`src/rtl/fifo_write_arbiter.sv`:
```
// Two-port write arbiter in front of a FIFO. Accepts held requests from a
// host loader (port 0) and a CPU (port 1), issues registered write strobes,
// tracks FIFO occupancy from writes and consumer advances, and turns flush
// into a registered FIFO reset.
module fifo_write_arbiter #(
   parameter int unsigned DATA_W   = 12,
   parameter int unsigned FILL_MAX = 255
) (
   input  logic              clk,
   input  logic              rst,
   input  logic              req0_i,
   input  logic [DATA_W-1:0] data0_i,
   input  logic              req1_i,
   input  logic [DATA_W-1:0] data1_i,
   input  logic              prio_mode_i,
   input  logic              flush_i,
   input  logic              fifo_adv_i,
   output logic              ack0_o,
   output logic              ack1_o,
   output logic              fifo_write_o,
   output logic [DATA_W-1:0] fifo_data_o,
   output logic              fifo_rst_o,
   output logic [7:0]        fill_o,
   output logic              full_o,
   output logic              empty_o
);

   logic              ack0_q, ack0_d;
   logic              ack1_q, ack1_d;
   logic              fifo_write_q, fifo_write_d;
   logic [DATA_W-1:0] fifo_data_q, fifo_data_d;
   logic              fifo_rst_q, fifo_rst_d;
   logic [7:0]        fill_q, fill_d;
   // 1 = port 1 was granted last, so port 0 wins the next tie in round-robin.
   logic              last_q, last_d;

   logic [8:0] occupied;
   logic       room;
   logic       blocked;
   logic       elig0, elig1;
   logic       grant0, grant1;
   logic       fill_dec;

   // The write still in flight counts against capacity; reads are not credited.
   assign occupied = {1'b0, fill_q} + {8'd0, fifo_write_q};
   assign room     = occupied < 9'(FILL_MAX);
   assign blocked  = flush_i | fifo_rst_q;
   // ack_q=1 means the held request was just accepted; skip it this edge.
   assign elig0    = req0_i & ~ack0_q & ~blocked & room;
   assign elig1    = req1_i & ~ack1_q & ~blocked & room;
   assign fill_dec = fifo_adv_i & (fill_q != 8'd0);

   // Pick at most one winner: fixed priority to port 0, or alternate on a tie.
   always_comb begin
      grant0 = 1'b0;
      grant1 = 1'b0;
      if (elig0 && elig1) begin
         if (prio_mode_i || last_q) begin
            grant0 = 1'b1;
         end else begin
            grant1 = 1'b1;
         end
      end else begin
         grant0 = elig0;
         grant1 = elig1;
      end
   end

   // Next-state for the write port, acks, grant pointer and FIFO reset.
   always_comb begin
      ack0_d       = grant0;
      ack1_d       = grant1;
      fifo_write_d = grant0 | grant1;
      fifo_data_d  = fifo_data_q;
      last_d       = last_q;
      fifo_rst_d   = flush_i;
      if (grant0) begin
         fifo_data_d = data0_i;
         last_d      = 1'b0;
      end else if (grant1) begin
         fifo_data_d = data1_i;
         last_d      = 1'b1;
      end
   end

   // Occupancy: cleared while the FIFO is being reset, otherwise +write -read.
   always_comb begin
      fill_d = fill_q;
      if (blocked) begin
         fill_d = 8'd0;
      end else if (fifo_write_q && !fill_dec) begin
         fill_d = fill_q + 8'd1;
      end else if (!fifo_write_q && fill_dec) begin
         fill_d = fill_q - 8'd1;
      end
   end

   // State registers with synchronous reset; reset drops any pending grant.
   always_ff @(posedge clk) begin
      if (rst) begin
         ack0_q       <= 1'b0;
         ack1_q       <= 1'b0;
         fifo_write_q <= 1'b0;
         fifo_data_q  <= '0;
         fifo_rst_q   <= 1'b1;
         fill_q       <= 8'd0;
         last_q       <= 1'b1;
      end else begin
         ack0_q       <= ack0_d;
         ack1_q       <= ack1_d;
         fifo_write_q <= fifo_write_d;
         fifo_data_q  <= fifo_data_d;
         fifo_rst_q   <= fifo_rst_d;
         fill_q       <= fill_d;
         last_q       <= last_d;
      end
   end

   assign ack0_o       = ack0_q;
   assign ack1_o       = ack1_q;
   assign fifo_write_o = fifo_write_q;
   assign fifo_data_o  = fifo_data_q;
   assign fifo_rst_o   = fifo_rst_q;
   assign fill_o       = fill_q;
   assign full_o       = (fill_q == 8'(FILL_MAX));
   assign empty_o      = (fill_q == 8'd0);

endmodule
```
`config.mk`:
```
export PLATFORM = sky130hd
export DESIGN_NAME = fifo_write_arbiter
export DESIGN_NICKNAME = d
export VERILOG_FILES = /design/src/rtl/fifo_write_arbiter.sv
export SDC_FILE = /design/constraint.sdc
export NUM_CORES = 1
export LEC_CHECK = 0
export CAP_MARGIN = 20
export CORE_UTILIZATION = 39
export DETAILED_ROUTE_END_ITERATION = 10
export PLACE_DENSITY = 0.75
export SLEW_MARGIN = 20
export SYNTH_ARGS = -nofsm -noshare
export SYNTH_HDL_FRONTEND = slang
export SYNTH_SLANG_ARGS = --single-unit
export TNS_END_PERCENT = 50
```
`constraint.sdc`:
```
create_clock -name clk -period 3 [get_ports clk]
set_clock_uncertainty 0.2 [all_clocks]
set_input_delay 0.6 -clock clk [delete_from_list [all_inputs] [get_ports clk]]
set_output_delay 0.6 -clock clk [all_outputs]
set_load 0.05 [all_outputs]
```
==> results of run 1 <==
[cells by family after synthesis]
logic type	count (synthesis)	share of synthesized area (%)
adders and majority gates	10	8.95
and+or+nand+nor	60	20.5
AOI/OAI and AO/OA	38	22.6
muxes	14	9.46
DFF	25	33.8
xor gates and xnor gates	1	0.591
buffers and inverters	13	4.14
[report_power, final]
group	internal (uW)	leakage [uW]	switching, uW
Sequential	340	0.000208	6.22
Combinational	81.6	0.000609	88.1
Clock	94.2	0.0000217	112
[layer usage]
| layer | global-route usage [%] | wire length (um) | part of all wire [%] | vias to the layer above |
|---|---|---|---|---|
| met5 | 0 | 0 | 0 | - |
| met4 | 6.25 | 45 | 1.3 | 0 |
| met3 | 5.98 | 230 | 6.6 | 6 |
| met2 | 29.5 | 1510 | 43 | 49 |
| met1 | 22.4 | 1690 | 49 | 626 |
| li1 | - | - | - | 725 |
[layout make-up]
class	count	share of cell area (%)
inverter	5	0.839
sequential	25	23.1
multi-input combinational	123	42.1
clock buffer	3	1.85
clock inverter	1	0.336
tap	48	2.69
timing repair buffer	68	29.1
[cells in the final DEF, fill, tap and decap left out, drive strengths merged, types with 2 or more instances in the layout]
cell	n
or3	3
a21oi	5
clkbuf	3
nor3	5
a2111oi	2
ha	9
nand3	3
o21a	2
nand2b	4
or4	3
nand4	2
buf	12
nor2	25
nor2b	4
a21o	2
nor4b	2
o21ai	4
a211oi	15
dfxtp	25
mux2i	14
inv	5
nand2	4
clkdlybuf4s50	56
[worst max-delay path, stage by stage (launching register included)]
cell	delay, ns
dfxtp_4	0.35
or4_4	0.53
o21ai_1	0.15
ha_2	0.20
inv_2	0.07
ha_1	0.20
or4_4	0.54
o22ai_2	0.12
mux2i_1	0.25
mux2i_1	0.20
[worst max path at each step]
stage                            from                      to  slack [ns]  depth (start not counted)
5_1_grt        fill_o[2]$_SDFFE_PP0P_  fill_o[5]$_SDFFE_PP0P_       -0.03                         10
3_3_place_gp               fifo_adv_i  fill_o[5]$_SDFFE_PP0P_       -0.04                         10
2_1_floorplan  fill_o[7]$_SDFFE_PP0P_  fill_o[7]$_SDFFE_PP0P_       0.007                          9
3_5_place_dp               fifo_adv_i  fill_o[4]$_SDFFE_PP0P_       -0.06                         10
4_1_cts        fill_o[6]$_SDFFE_PP0P_  fill_o[7]$_SDFFE_PP0P_        0.02                          9
6_report       fill_o[6]$_SDFFE_PP0P_  fill_o[7]$_SDFFE_PP0P_        0.10                          9
[flip-flops by register name, summed over array words and instances, names as in the netlist]
signal        cells
ack0_o            1
ack1_o            1
fifo_data_o      12
fifo_rst_o        1
fifo_write_o      1
fill_o            8
last_q            1
[metrics by stage]
stage                     std cells  hold WS, ns  TNS (ns)  power (uW)
after floorplan                 161        0.281         0         452
after global placement          269        0.290   -0.0598         522
after detailed placement        269        0.296    -0.175         522
after CTS                       273        0.309         0         729
after global routing            273        0.334   -0.0420         762
final                           273        0.303         0         723
[repair_timing]
action,4_1_cts,5_1_grt
gates resized for setup,2,6
endpoints found under the setup margin,3,4
buffers inserted,0,0
gates cloned,0,0
pin swaps,0,1
hold buffers,0,0
endpoints found under the hold margin,0,0
==> results.toml, run 1 <==
[logic_synthesis]
synthesis.nets = 202
async_flop_share_pct = 0
syn_avg_cell_area_um2 = 9.20
synth_cell_types = 42
ys.flop_type = "dfxtp_1"
netlist_area_mm2 = 0.00148
synth_top_area_cell = "dfxtp_1"
ys_warn_count = 0
synth.area.top_cells = "dfxtp_1 34%, mux2i_1 9.5%, ha_1 7.6%, a211oi_2 6.8%, nor2_1 6.3%"
synthTopCellsByCount = "25 x dfxtp_1, 25 x nor2_1, 14 x mux2i_1, 9 x ha_1, 8 x a211oi_2"
yosysTopAreaCellShare_pct = 33.8
seq_area_frac_synth_pct = 33.8
synth_cells = 161
synth_edf_count = 0
yosys_register_bits = 25

[power]
ir_drop_v = 0.000250
p_per_area_mw_per_mm2 = 323
leakage_uw = 0.000838

[placement]
gp_congestion = 0.851
io_buffers = 56
place_hpwl_um = 2610
place_area_mm2 = 0.00217
pre_cts_slack_ns = -0.0579

[drt]
ant_nets = 0
route.vias.total = 1406
routed_wl_um = 3470
remaining_drc_errors = 0
vias_per_cell = 5.15
drt_iter0_drc = 51
drtPass1Iterations = 4
wl_per_cell_um = 12.7

[sta]
finalHoldViolCount = 0
rsz0062_at_grt = "yes"
fin_ws_ns = 0.103
slew_headroom_pct = 36.9
finalCritPeriodShare_pct = 96.6
tightest_slew_ns = 0.946
layout_min_cycle_time_ns = 2.90
drv_slew = 0
fmax_mhz = 345
final-setup-viol-count = 0

[worst_hold_path]
hold_path.startpoint = "fifo_data_o[2]$_SDFFE_PP0P_"
min_path_type = "register to register"
hold_end = "fifo_data_o[2]$_SDFFE_PP0P_"
hold_path_depth = 2

[worst_setup_path]
r2r-end = "fill_o[7]$_SDFFE_PP0P_"
critPathRequiredTime_ns = 3.00
rr_startpoint = "fill_o[6]$_SDFFE_PP0P_"
cp-start-kind = "register"
critPathMaxFanout = 7
cp_data_arrival_time_ns = 2.90
r2r_cells = 9
crit_type = "register to register"
crit_path_end_kind = "register"
ff2ff_setup_slack_ns = 0.10

[clocking]
cts_buffer_depth = 2
cts.clk_slew.worst_paths_ns = 0.09
clk_latency_ns = 0.27
htreeDepth = 1
cts_root_buffer = "clkbuf_8"
cts_inserted_buffers = 3
clock_sinks = 25
cts_tree = "built"

[floorplanning]
core_area_mm2 = 0.00366
die_area_mm2 = 0.00405
initial_utilization_pct = 40.5
die_w_um = 63.6
fp.dieH_um = 63.6
io_pins = 57
rows = 22

[cells_and_area]
final-seq-area_um2 = 515
num-fill-cells = 319
area_growth_pct = 50.9
fin_util_pct = 61.1
multiInputGateArea_um2 = 942
final_net_count = 267
diodes = 0
drive_gt1_share_pct = 18.2
design_area_mm2 = 0.00224

[status]
outcome = "complete, no violations"

[grt]
grt_pass1_wl_um = 5890
grt_overflow = 0
grt_max_degree = 25
grt_usage_pct = 18.2
grt_pass1_vias = 1319
antenna_found_initial = 0

[flow_run]
maxCapViolations = 0
Power figures use the tool's default switching activity.
==> run 2: changes to the inputs <==
Settings changed: CTS_CLUSTER_SIZE set to 16.
==> results of run 2 <==
Final layout, timing and power as in run 1 (identical DEF).
